--- config.mk ---
export PLATFORM = sky130hd
export DESIGN_NAME = snn_result_tx_flat
export DESIGN_NICKNAME = d
export VERILOG_FILES = /design/src/rtl/snn_result_pkg.sv /design/src/rtl/snn_result_tx_if.sv /design/src/rtl/snn_spike_packer.sv /design/src/rtl/snn_result_tx.sv /design/src/flat_wrapper.sv
export SDC_FILE = /design/constraint.sdc
export NUM_CORES = 1
export LEC_CHECK = 0
export CAP_MARGIN = 20
export CORE_UTILIZATION = 47
export CTS_BUF_LIST = sky130_fd_sc_hd__clkbuf_4 sky130_fd_sc_hd__clkbuf_8 sky130_fd_sc_hd__clkbuf_16
export DETAILED_ROUTE_END_ITERATION = 7
export PLACE_DENSITY = 0.7
export SLEW_MARGIN = 10
export SYNTH_ARGS = -nofsm -noshare
export SYNTH_HDL_FRONTEND = slang
export SYNTH_SLANG_ARGS = --single-unit
--- constraint.sdc ---
create_clock -name clk -period 3.15 [get_ports clk]
set_clock_uncertainty 0.2 [all_clocks]
set_input_delay 0.63 -clock clk [delete_from_list [all_inputs] [get_ports clk]]
set_output_delay 0.63 -clock clk [all_outputs]
set_load 0.005 [all_outputs]
--- src/rtl/snn_result_pkg.sv ---
// Shared constants, state encoding and frame helpers for the SNN result return path.
package snn_result_pkg;

  localparam logic [7:0] HDR_MAGIC = 8'hA5;
  localparam logic [6:0] NO_WINNER = 7'h7F;

  localparam int unsigned IDX_HEADER = 0;
  localparam int unsigned IDX_COUNT0 = 1;

  typedef enum logic [2:0] {
    ST_IDLE,
    ST_CAPTURE,
    ST_FLUSH,
    ST_SEND,
    ST_DRAIN
  } state_t;

  // Number of 32-bit raster words needed for a given step count.
  function automatic int unsigned spike_words(input int unsigned steps, input int unsigned n);
    return (steps * n + 32'd31) / 32'd32;
  endfunction

endpackage

--- src/rtl/snn_result_tx_if.sv ---
// Capture and host handshake signals of the result return path.
interface snn_result_tx_if #(
  parameter int unsigned N_NEURONS = 2
);
  logic                 start;
  logic                 spike_valid;
  logic [N_NEURONS-1:0] spikes;
  logic                 done;
  logic                 next;
  logic [31:0]          data;
  logic                 valid;
  logic                 last;
  logic                 busy;
  logic                 overflow;

  modport master (
    output start, spike_valid, spikes, done, next,
    input  data, valid, last, busy, overflow
  );

  modport slave (
    input  start, spike_valid, spikes, done, next,
    output data, valid, last, busy, overflow
  );
endinterface

--- src/rtl/snn_spike_packer.sv ---
// Packs N-bit spike vectors LSB-first into 32-bit words; flush emits a zero-padded partial word.
module snn_spike_packer #(
  parameter int unsigned N_NEURONS = 2
) (
  input  logic                 clk,
  input  logic                 rst,
  input  logic                 clear,
  input  logic                 shift,
  input  logic                 flush,
  input  logic [N_NEURONS-1:0] vec,
  output logic [31:0]          word,
  output logic                 word_valid
);
  localparam int unsigned PER_WORD = 32 / N_NEURONS;
  localparam int unsigned FILL_W   = (PER_WORD > 1) ? $clog2(PER_WORD) : 1;

  logic [31:0]       acc;
  logic [FILL_W-1:0] fill;
  logic [31:0]       placed;
  logic              full;

  assign placed = 32'(vec) << (N_NEURONS * 32'(fill));
  assign full   = (32'(fill) == PER_WORD - 1);

  always_ff @(posedge clk) begin
    if (rst || clear) begin
      acc        <= '0;
      fill       <= '0;
      word       <= '0;
      word_valid <= 1'b0;
    end else begin
      word_valid <= 1'b0;
      if (shift) begin
        if (full) begin
          word       <= acc | placed;
          word_valid <= 1'b1;
          acc        <= '0;
          fill       <= '0;
        end else begin
          acc  <= acc | placed;
          fill <= fill + 1'b1;
        end
      end else if (flush && fill != '0) begin
        word       <= acc;
        word_valid <= 1'b1;
        acc        <= '0;
        fill       <= '0;
      end
    end
  end
endmodule

--- src/rtl/snn_result_tx.sv ---
// Captures one inference's output spikes and counts, then streams header/counts/raster to the host.
module snn_result_tx
  import snn_result_pkg::*;
#(
  parameter int unsigned N_NEURONS = 2,
  parameter int unsigned MAX_STEPS = 256,
  parameter int unsigned CNT_W     = 16
) (
  input logic            clk,
  input logic            rst,
  snn_result_tx_if.slave bus
);
  localparam int unsigned DEPTH  = MAX_STEPS * N_NEURONS / 32;
  localparam int unsigned BUF_AW = (DEPTH > 1) ? $clog2(DEPTH) : 1;
  localparam int unsigned STEP_W = $clog2(MAX_STEPS + 1);
  localparam int unsigned PTR_W  = $clog2(IDX_COUNT0 + N_NEURONS + DEPTH + 1);

  state_t            state;
  logic [CNT_W-1:0]  cnt [N_NEURONS];
  logic [STEP_W-1:0] step_cnt;
  logic [BUF_AW:0]   wr_ptr;
  logic [31:0]       spk_buf [DEPTH];
  logic [PTR_W-1:0]  ptr;
  logic [PTR_W-1:0]  last_idx;
  logic [6:0]        winner_q;
  logic              next_d;
  logic              next_dd;
  logic              rise;
  logic              accept;
  logic [31:0]       pk_word;
  logic              pk_valid;
  logic [31:0]       frame_word;
  logic [6:0]        win_c;
  logic [CNT_W-1:0]  best_c;

  logic [31:0] data_q;
  logic        valid_q;
  logic        last_q;
  logic        busy_q;
  logic        ovf_q;

  assign bus.data     = data_q;
  assign bus.valid    = valid_q;
  assign bus.last     = last_q;
  assign bus.busy     = busy_q;
  assign bus.overflow = ovf_q;

  assign rise   = next_d & ~next_dd;
  assign accept = (state == ST_CAPTURE) && bus.spike_valid && (32'(step_cnt) < MAX_STEPS);

  snn_spike_packer #(.N_NEURONS(N_NEURONS)) u_packer (
    .clk        (clk),
    .rst        (rst),
    .clear      (state == ST_IDLE && bus.start),
    .shift      (accept),
    .flush      (state == ST_FLUSH),
    .vec        (bus.spikes),
    .word       (pk_word),
    .word_valid (pk_valid)
  );

  always_ff @(posedge clk) begin
    if (pk_valid && 32'(wr_ptr) < DEPTH) spk_buf[wr_ptr[BUF_AW-1:0]] <= pk_word;
  end

  // Strict '>' keeps the lowest index on ties; a zero best means nobody fired.
  always_comb begin
    best_c = '0;
    win_c  = NO_WINNER;
    for (int unsigned k = 0; k < N_NEURONS; k++) begin
      if (cnt[k] > best_c) begin
        best_c = cnt[k];
        win_c  = 7'(k);
      end
    end
  end

  always_comb begin
    frame_word = '0;
    if (32'(ptr) == IDX_HEADER) begin
      frame_word = {HDR_MAGIC, ovf_q, winner_q, 16'(step_cnt)};
    end else if (32'(ptr) < IDX_COUNT0 + N_NEURONS) begin
      for (int unsigned k = 0; k < N_NEURONS; k++)
        if (32'(ptr) == IDX_COUNT0 + k) frame_word = 32'(cnt[k]);
    end else begin
      frame_word = spk_buf[BUF_AW'(32'(ptr) - IDX_COUNT0 - N_NEURONS)];
    end
  end

  always_ff @(posedge clk) begin
    if (rst) begin
      state    <= ST_IDLE;
      step_cnt <= '0;
      wr_ptr   <= '0;
      ptr      <= '0;
      last_idx <= '0;
      winner_q <= '0;
      next_d   <= 1'b0;
      next_dd  <= 1'b0;
      data_q   <= '0;
      valid_q  <= 1'b0;
      last_q   <= 1'b0;
      busy_q   <= 1'b0;
      ovf_q    <= 1'b0;
      for (int unsigned k = 0; k < N_NEURONS; k++) cnt[k] <= '0;
    end else begin
      next_d  <= bus.next;
      next_dd <= next_d;
      if (pk_valid && 32'(wr_ptr) < DEPTH) wr_ptr <= wr_ptr + 1'b1;

      case (state)
        ST_IDLE: begin
          if (bus.start) begin
            state    <= ST_CAPTURE;
            busy_q   <= 1'b1;
            step_cnt <= '0;
            wr_ptr   <= '0;
            ovf_q    <= 1'b0;
            for (int unsigned k = 0; k < N_NEURONS; k++) cnt[k] <= '0;
          end
        end

        ST_CAPTURE: begin
          if (accept) begin
            step_cnt <= step_cnt + 1'b1;
            for (int unsigned k = 0; k < N_NEURONS; k++)
              if (bus.spikes[k] && cnt[k] != '1) cnt[k] <= cnt[k] + 1'b1;
          end else if (bus.spike_valid) begin
            ovf_q <= 1'b1;
          end
          if (bus.done) state <= ST_FLUSH;
        end

        ST_FLUSH: begin
          winner_q <= win_c;
          last_idx <= PTR_W'(IDX_COUNT0 + N_NEURONS + spike_words(32'(step_cnt), N_NEURONS) - 1);
          ptr      <= '0;
          state    <= ST_SEND;
        end

        ST_SEND: begin
          // Output registers trail ptr by one cycle, so a new word settles two cycles after the edge.
          data_q  <= frame_word;
          valid_q <= 1'b1;
          last_q  <= (ptr == last_idx);
          if (rise) begin
            if (ptr == last_idx) begin
              state   <= ST_DRAIN;
              data_q  <= '0;
              valid_q <= 1'b0;
              last_q  <= 1'b0;
            end else begin
              ptr <= ptr + 1'b1;
            end
          end
        end

        ST_DRAIN: begin
          if (!next_d) begin
            state  <= ST_IDLE;
            busy_q <= 1'b0;
          end
        end

        default: begin
          state  <= ST_IDLE;
          busy_q <= 1'b0;
        end
      endcase
    end
  end
endmodule

--- src/flat_wrapper.sv ---
// flat-port wrapper written by rule: the top's interface ports become plain ports
module snn_result_tx_flat import snn_result_pkg::*;
#(
  parameter int unsigned N_NEURONS = 2,
  parameter int unsigned MAX_STEPS = 256,
  parameter int unsigned CNT_W     = 16
)
  (clk, rst, bus_start, bus_spike_valid, bus_spikes, bus_done, bus_next, bus_data, bus_valid, bus_last, bus_busy, bus_overflow);
  snn_result_tx_if #(.N_NEURONS(N_NEURONS)) bus_i ();
  input logic clk;
  input logic rst;
  input wire logic [$bits(bus_i.start)-1:0] bus_start;
  input wire logic [$bits(bus_i.spike_valid)-1:0] bus_spike_valid;
  input wire logic [$bits(bus_i.spikes)-1:0] bus_spikes;
  input wire logic [$bits(bus_i.done)-1:0] bus_done;
  input wire logic [$bits(bus_i.next)-1:0] bus_next;
  output wire logic [$bits(bus_i.data)-1:0] bus_data;
  output wire logic [$bits(bus_i.valid)-1:0] bus_valid;
  output wire logic [$bits(bus_i.last)-1:0] bus_last;
  output wire logic [$bits(bus_i.busy)-1:0] bus_busy;
  output wire logic [$bits(bus_i.overflow)-1:0] bus_overflow;
  assign bus_i.start = bus_start;
  assign bus_i.spike_valid = bus_spike_valid;
  assign bus_i.spikes = bus_spikes;
  assign bus_i.done = bus_done;
  assign bus_i.next = bus_next;
  assign bus_data = bus_i.data;
  assign bus_valid = bus_i.valid;
  assign bus_last = bus_i.last;
  assign bus_busy = bus_i.busy;
  assign bus_overflow = bus_i.overflow;
  snn_result_tx #(.N_NEURONS(N_NEURONS), .MAX_STEPS(MAX_STEPS), .CNT_W(CNT_W)) u_core (.clk(clk), .rst(rst), .bus(bus_i));
endmodule
* Word-level counts from Yosys, hierarchy flattened
Memory sizes are Yosys's and may differ from the RTL's. Cells that the tools add are included.
Operators by class: add/subtract/negate cells 11, multiply operators 0, divide/modulo/power cells 0, $lt $le $gt $ge 5, equal/unequal tests 20, shift-type cells 1, multiplexer cells 68, bitwise logic cells 8, reduce and logical (&&, ||, !) cells 21
Operators with widths (count):
- 32-bit 2-to-1 mux | 10
- 16-bit 2-to-1 mux | 7
- 16-bit by 1-bit adder with 16-bit output, second input constant | 2
- 16-bit != test, second input constant | 2
- 32-bit OR | 1
- 2-bit by 5-bit left shift with 32-bit output | 1
- 1-bit 2-to-1 mux | 29
- 5-bit 2-to-1 mux | 5
- 9-bit 2-to-1 mux | 2
- 9-bit case mux with 2 select lines | 1
- 16-bit by 1-bit > comparator with 1-bit output, second input constant | 1
- 16-bit > comparator | 1
- 3-bit 2-to-1 mux | 5
- 3-bit case mux with 5 select lines | 1
- 7-bit 2-to-1 mux | 2
- 2-bit != test, second input constant | 7
- 4-bit 2-to-1 mux | 3
- 10-bit by 5-bit adder with 10-bit output, second input constant | 1
- 5-bit by 1-bit adder with 5-bit output, second input constant | 2
- 5-bit case mux with 2 select lines | 1
- 9-bit by 1-bit adder with 9-bit output, second input constant | 1
- 9-bit < comparator, second input constant | 1
- 3-bit AND reduction | 3
- 1-bit logical AND | 7
- other kinds (29) | 38
Storage, ports and cells: register bits after elaboration 141, latch bits 0, RAM bits 544, bits in read-only memories 0, memories kept 2
Memories:
- u_core.spk_buf | depth 16, width 32, rd ports 1, clocked after memory_dff 0, wr ports 1, RTL line snn_result_tx.sv:22 | logic [31:0] spk_buf [DEPTH];
- u_core.cnt | depth 2, width 16, rd ports 2, clocked after memory_dff 0, wr ports 2, RTL line snn_result_tx.sv:19 | logic [CNT_W-1:0] cnt [N_NEURONS];

* Logic depth before layout (Yosys ltp)
An unclocked memory read counts as a cell.
word-level depth 9, gate-level depth with buffers 14, gate-level depth less buffers 12

* Hierarchy
From an unflattened synthesis, not the netlist that was laid out.
Unflattened totals: cell total of the unflattened synthesis 1740, area, all modules 27734.1 µm²
By module, submodules not included:
- snn_result_tx | instances 1, cells each 1458, area an instance 25009.0 µm², seq. area each 17677.0 µm²
- snn_spike_packer | instances 1, cells each 282, area an instance 2725.1 µm², seq. area each 1381.3 µm²

* Worst setup path after synthesis
No wires, ideal clock.
path kind reg2reg, start point register u_core.ptr[0], end point register u_core.data_q[10], in the netlist u_core.bus.data[10], arrival 3.031 ns, data required time 2.833 ns, slack -0.198 ns, cell stages (with the launch flop) 13, buffers on the path 6, clock period less this slack 3.348 ns, cells stage by stage dfxtp_1 buf_6 buf_6 buf_6 buf_2 inv_1 ha_1 buf_2 clkbuf_1 mux4_2 mux4_2 a22oi_1 nand2_1
On the way: word-level cells in the longest chain between the ends 7
RTL lines:
- from (decl) | RTL line snn_result_tx.sv:23 | logic [PTR_W-1:0] ptr;
- from (signal assigned) | RTL line snn_result_tx.sv:153 | ptr <= ptr + 1'b1;
- 4-bit by 1-bit subtractor with 4-bit output / 5-bit by 1-bit equality test with 1-bit output (equally long branches) | RTL line snn_result_tx.sv:86, snn_result_tx.sv:84
- 4-bit by 2-bit subtractor with 4-bit output / 16-bit 2-to-1 mux (equally long branches) | RTL line snn_result_tx.sv:86, snn_result_tx.sv:84
- memory 16 x 32 bit / 16-bit 2-to-1 mux (equally long branches)
- 32-bit 2-to-1 mux | RTL line snn_result_tx.sv:82 | end else if (32'(ptr) < IDX_COUNT0 + N_NEURONS) begin
- 32-bit 2-to-1 mux | RTL line snn_result_tx.sv:80 | if (32'(ptr) == IDX_HEADER) begin
- 32-bit 2-to-1 mux | RTL line snn_result_tx.sv:147 | if (ptr == last_idx) begin
- 32-bit 2-to-1 mux * | RTL line snn_result_tx.sv:146 | if (rise) begin
- to (signal assigned) | RTL line snn_result_tx.sv:143 | data_q <= frame_word;
- to (decl) | RTL line snn_result_tx.sv:36 | logic [31:0] data_q;
Mark *: on every way between the ends. The rest lies on a longest branch, timed or not. A chain may end at the register's enable or synchronous reset.

* Worst setup path after layout
start point register u_core.ptr[1], end point register u_core.data_q[12], in the netlist u_core.bus.data[12]
The elaborated chain is that of the path after synthesis.

==> flow_results.xml <==
<?xml version="1.0" encoding="UTF-8"?>
<metrics>
  <group name="setup_path">
    <metric name="cp-startpoint" unit="">u_core.ptr[1]$_SDFFE_PP0P_</metric>
    <metric name="critical-path-slowest-cell" unit="">mux4_2</metric>
    <metric name="worstSetupStartpointType" unit="">flip-flop</metric>
    <metric name="endpoint_kind" unit="">flip-flop</metric>
    <metric name="worst-endpoint-arrival" unit="ns">3.16</metric>
    <metric name="rr_startpoint" unit="">u_core.ptr[1]$_SDFFE_PP0P_</metric>
    <metric name="path_cells" unit="">buf_4, ha_1, xor2_2, buf_4, mux4_2, a22oi_1, nand2_1</metric>
    <metric name="peak_fanout_along_the_critical_path" unit="">11</metric>
    <metric name="worst_path_largest_cell_delay" unit="ns">0.62</metric>
    <metric name="worstPathRequired" unit="ns">3.42</metric>
    <metric name="crit_top_cell" unit="">buf_4</metric>
    <metric name="worstSetupPathType" unit="">flip-flop to flip-flop</metric>
  </group>
  <group name="yosys">
    <metric name="syn_area" unit="µm²">27470</metric>
    <metric name="ys_seq_area_frac" unit="">0.6938</metric>
    <metric name="yosys.area.top_type_share" unit="">0.5947</metric>
    <metric name="net_count_synth" unit="">1741</metric>
    <metric name="ys_dominant_reg_cell" unit="">edfxtp_1</metric>
    <metric name="synth.most_common_cell" unit="">edfxtp_1</metric>
    <metric name="postSynthCellCount" unit="">1701</metric>
    <metric name="ys_top_cells_by_area" unit="">edfxtp_1 59%, mux4_2 11%, dfxtp_1 9.9%</metric>
    <metric name="avgSynthCellArea" unit="µm²">16.15</metric>
    <metric name="yosysTopAreaCell" unit="">edfxtp_1</metric>
    <metric name="yosys-top-cells-count" unit="">544 x edfxtp_1, 151 x nor2_1, 139 x mux4_2</metric>
    <metric name="ys_ff_latch" unit="">680</metric>
    <metric name="synth.distinct_cells" unit="">59</metric>
    <metric name="synth_edf_count" unit="">544</metric>
    <metric name="yosysWarningCount" unit="">0</metric>
    <metric name="synthArstFlopShare" unit="">0</metric>
  </group>
  <group name="timing">
    <metric name="relative_slew_slack" unit="">0.4533</metric>
    <metric name="slew_viol_final" unit="">0</metric>
    <metric name="final_min_period_over_clock_period" unit="">0.9166</metric>
    <metric name="setup_tns" unit="ns">0</metric>
    <metric name="tightest_slew" unit="ns">0.8138</metric>
    <metric name="hold_viol" unit="">0</metric>
    <metric name="max_freq" unit="MHz">346.4</metric>
    <metric name="holdWs" unit="ns">0.2404</metric>
    <metric name="fin_ws" unit="ns">0.2629</metric>
    <metric name="rsz_0062_raised_after_global_routing" unit="">false</metric>
    <metric name="finalWorstPathRequiredPeriod" unit="ns">2.887</metric>
    <metric name="finalSetupViolCount" unit="">0</metric>
  </group>
  <group name="placed_design">
    <metric name="routability_congestion" unit="">0.8834</metric>
    <metric name="post_dp_cell_area" unit="µm²">29270</metric>
    <metric name="port-buffer-count" unit="">43</metric>
    <metric name="dp_hpwl" unit="µm">39230</metric>
    <metric name="placement_setup_slack" unit="ns">0.1284</metric>
  </group>
  <group name="routing">
    <metric name="detail-route-antenna-nets" unit="">0</metric>
    <metric name="first_drt_iteration_drcs" unit="">1492</metric>
    <metric name="drt_drc_violations_left" unit="">0</metric>
    <metric name="drt-total-wl" unit="µm">63590</metric>
    <metric name="viasPerCell" unit="">5.895</metric>
    <metric name="dr_total_vias" unit="">15515</metric>
    <metric name="routedWlPerCell" unit="µm">24.16</metric>
    <metric name="first_pass_iters" unit="">5</metric>
  </group>
  <group name="die">
    <metric name="core-area" unit="µm²">57700</metric>
    <metric name="initial_core_util" unit="">0.4761</metric>
    <metric name="floorplan.io_pins" unit="">44</metric>
    <metric name="dieArea" unit="µm²">59410</metric>
    <metric name="row_count" unit="">88</metric>
    <metric name="die_height" unit="µm">243.7</metric>
    <metric name="fp.dieW" unit="µm">243.7</metric>
  </group>
  <group name="run">
    <metric name="drv.max_cap_violation_count" unit="">0</metric>
  </group>
  <group name="finish">
    <metric name="antennaDiodeCount" unit="">0</metric>
    <metric name="finalNetCount" unit="">1852</metric>
    <metric name="fillers" unit="">4447</metric>
    <metric name="design_area" unit="µm²">31680</metric>
    <metric name="drive_above_1_share" unit="">0.2148</metric>
    <metric name="finalCoreUtilization" unit="">0.5491</metric>
    <metric name="area.growth.synth_to_final" unit="%">15.34</metric>
  </group>
  <group name="clock_tree">
    <metric name="cts_tree" unit="">done</metric>
    <metric name="clockRootBuffer" unit="">clkbuf_16</metric>
    <metric name="cts.path.max_buffers" unit="">3</metric>
    <metric name="cts_repair_resize_count" unit="">0</metric>
    <metric name="tritoncts.num_buffers" unit="">69</metric>
    <metric name="clk_pin_slew" unit="ns">0.06</metric>
    <metric name="clk-insertion-delay-late" unit="ns">0.61</metric>
    <metric name="post_cts_buffers" unit="">0</metric>
    <metric name="post_cts_hold_buffer_count" unit="">0</metric>
    <metric name="numClockSinks" unit="">680</metric>
    <metric name="cts-htree-levels" unit="">3</metric>
  </group>
  <group name="hold_path">
    <metric name="hold_path.startpoint" unit="">u_core.bus.data[10]$_SDFFE_PP0P_</metric>
    <metric name="hold_class" unit="">flip-flop to flip-flop</metric>
  </group>
  <group name="pwr">
    <metric name="pwr_density_cell" unit="nW/µm²">606.3</metric>
    <metric name="total_switching_power" unit="µW">4023</metric>
    <metric name="power.leakage" unit="µW">0.009995</metric>
    <metric name="power_frac_comb" unit="">0.051</metric>
    <metric name="swShare" unit="">0.2095</metric>
    <metric name="power.internal" unit="µW">15180</metric>
    <metric name="power_frac_clock" unit="">0.444</metric>
    <metric name="share_seq_of_total_power" unit="">0.505</metric>
    <metric name="max-vdd-ir-drop" unit="V">0.0006272</metric>
  </group>
  <group name="grt">
    <metric name="wire_length_of_the_first_global_routing_pass" unit="µm">95910</metric>
    <metric name="antenna_found_initial" unit="">1</metric>
    <metric name="grt_overflow_total" unit="">0</metric>
    <metric name="grt_pass1_vias" unit="">15834</metric>
    <metric name="maximum_number_of_pins_on_one_net_before_global_route_repair" unit="">56</metric>
    <metric name="global_route.usage.total" unit="">0.2162</metric>
  </group>
  <group name="run_status">
    <metric name="outcome" unit="">finished clean</metric>
  </group>
</metrics>
[cell type report]
type,instances,area (µm²),area share
sequential,680,19060,0.6017
multi-input combinational,895,7901,0.2494
clock buffer,90,2038,0.06433
timing repair buffer,134,1234,0.03894
tap,765,957.2,0.03021
clock inverter,36,369.1,0.01165
inverter,32,120.1,0.003791
[final timing paths]
path,to,slack [ns],depth (start not counted)
hold / removal,u_core.bus.data[10]$_SDFFE_PP0P_,0.24,2
hold reg to reg,u_core.bus.data[10]$_SDFFE_PP0P_,0.24,2
setup reg to reg,u_core.bus.data[12]$_SDFFE_PP0P_,0.26,7
setup / recovery,u_core.bus.data[12]$_SDFFE_PP0P_,0.26,7
[per-layer routing]
layer,wire [µm],GRT usage,vias up,share of wire
li1,-,-,6822,-
met1,26960,0.2977,8011,0.42
met2,30940,0.3519,587,0.49
met3,4336,0.03481,95,0.068
met4,1353,0.07040,0,0.021
met5,0,0,-,0
[power by group through the flow]
| stage | logic [µW] | clock network (µW) | registers [µW] |
|---|---|---|---|
| after global routing | 1070 | 8950 | 9710 |
| after floorplan | 714 | 0 | 9870 |
| after global placement | 970 | 0 | 9890 |
| after CTS | 987 | 8640 | 9700 |
| final | 982 | 8520 | 9700 |
| after detailed placement | 980 | 0 | 9890 |
[worst max-delay path: cells and delay by family, from the launching register on]
family,cells,cell delay [ns]
flops,1,0.36
fa+ha+maj,1,0.35
buf+inv,2,0.54
mux,1,0.62
simple gates,1,0.08
xor+xnor,1,0.26
compound gates,1,0.32
[placed cells by master, fill, tap and decap left out, drive strengths merged, types with 4 or more instances in the layout]
| cell | n |
|---|---|
| edfxtp | 544 |
| nor2 | 152 |
| mux4 | 139 |
| dfxtp | 136 |
| nand2 | 103 |
| buf | 92 |
| clkbuf | 90 |
| a21oi | 76 |
| clkdlybuf4s50 | 42 |
| xnor2 | 40 |
| inv | 39 |
| a211oi | 39 |
| nand3 | 34 |
| ha | 32 |
| mux2i | 27 |
| o21ai | 24 |
| and2 | 23 |
| a22oi | 20 |
| clkinv | 20 |
| and3 | 18 |
| nor3 | 17 |
| xor2 | 16 |
| nor2b | 14 |
| a31oi | 11 |
| o21a | 11 |
| a22o | 11 |
| o31ai | 11 |
| nand4 | 10 |
| nand2b | 10 |
| a221oi | 9 |
| bufinv | 6 |
| nor3b | 6 |
| nor4 | 5 |
| a211o | 4 |
| or2 | 4 |
| o221ai | 4 |
| nand3b | 4 |
[per-stage QoR]
| step | instances | total power (µW) |
|---|---|---|
| final | 2632 | 19210 |
| after global routing | 2632 | 19730 |
| after CTS | 2632 | 19320 |
| after detailed placement | 2506 | 10870 |
| after global placement | 2506 | 10860 |
| after floorplan | 1701 | 10590 |
[state kept, by name (all words and copies together) (netlist names), 2 cells and up]
signal / count
u_core.winner_q: 2
u_core.cnt: 32
u_core.state: 3
u_core.u_packer.acc: 32
u_core.u_packer.fill: 4
u_core.step_cnt: 9
u_core.ptr: 5
u_core.bus.data: 32
u_core.u_packer.word: 32
u_core.wr_ptr: 5
u_core.last_idx: 5
u_core.spk_buf: 512
[logic make-up after synthesis]
family / Yosys count / synth area share
adders and majority gates: 32 / 0.01458
buffers and inverters: 126 / 0.02141
and+or+nand+nor: 409 / 0.06915
muxes: 167 / 0.1242
DFF: 680 / 0.6938
xor gates and xnor gates: 56 / 0.01813
AOI/OAI and AO/OA: 231 / 0.05867
(Power assumes the default switching activity.)
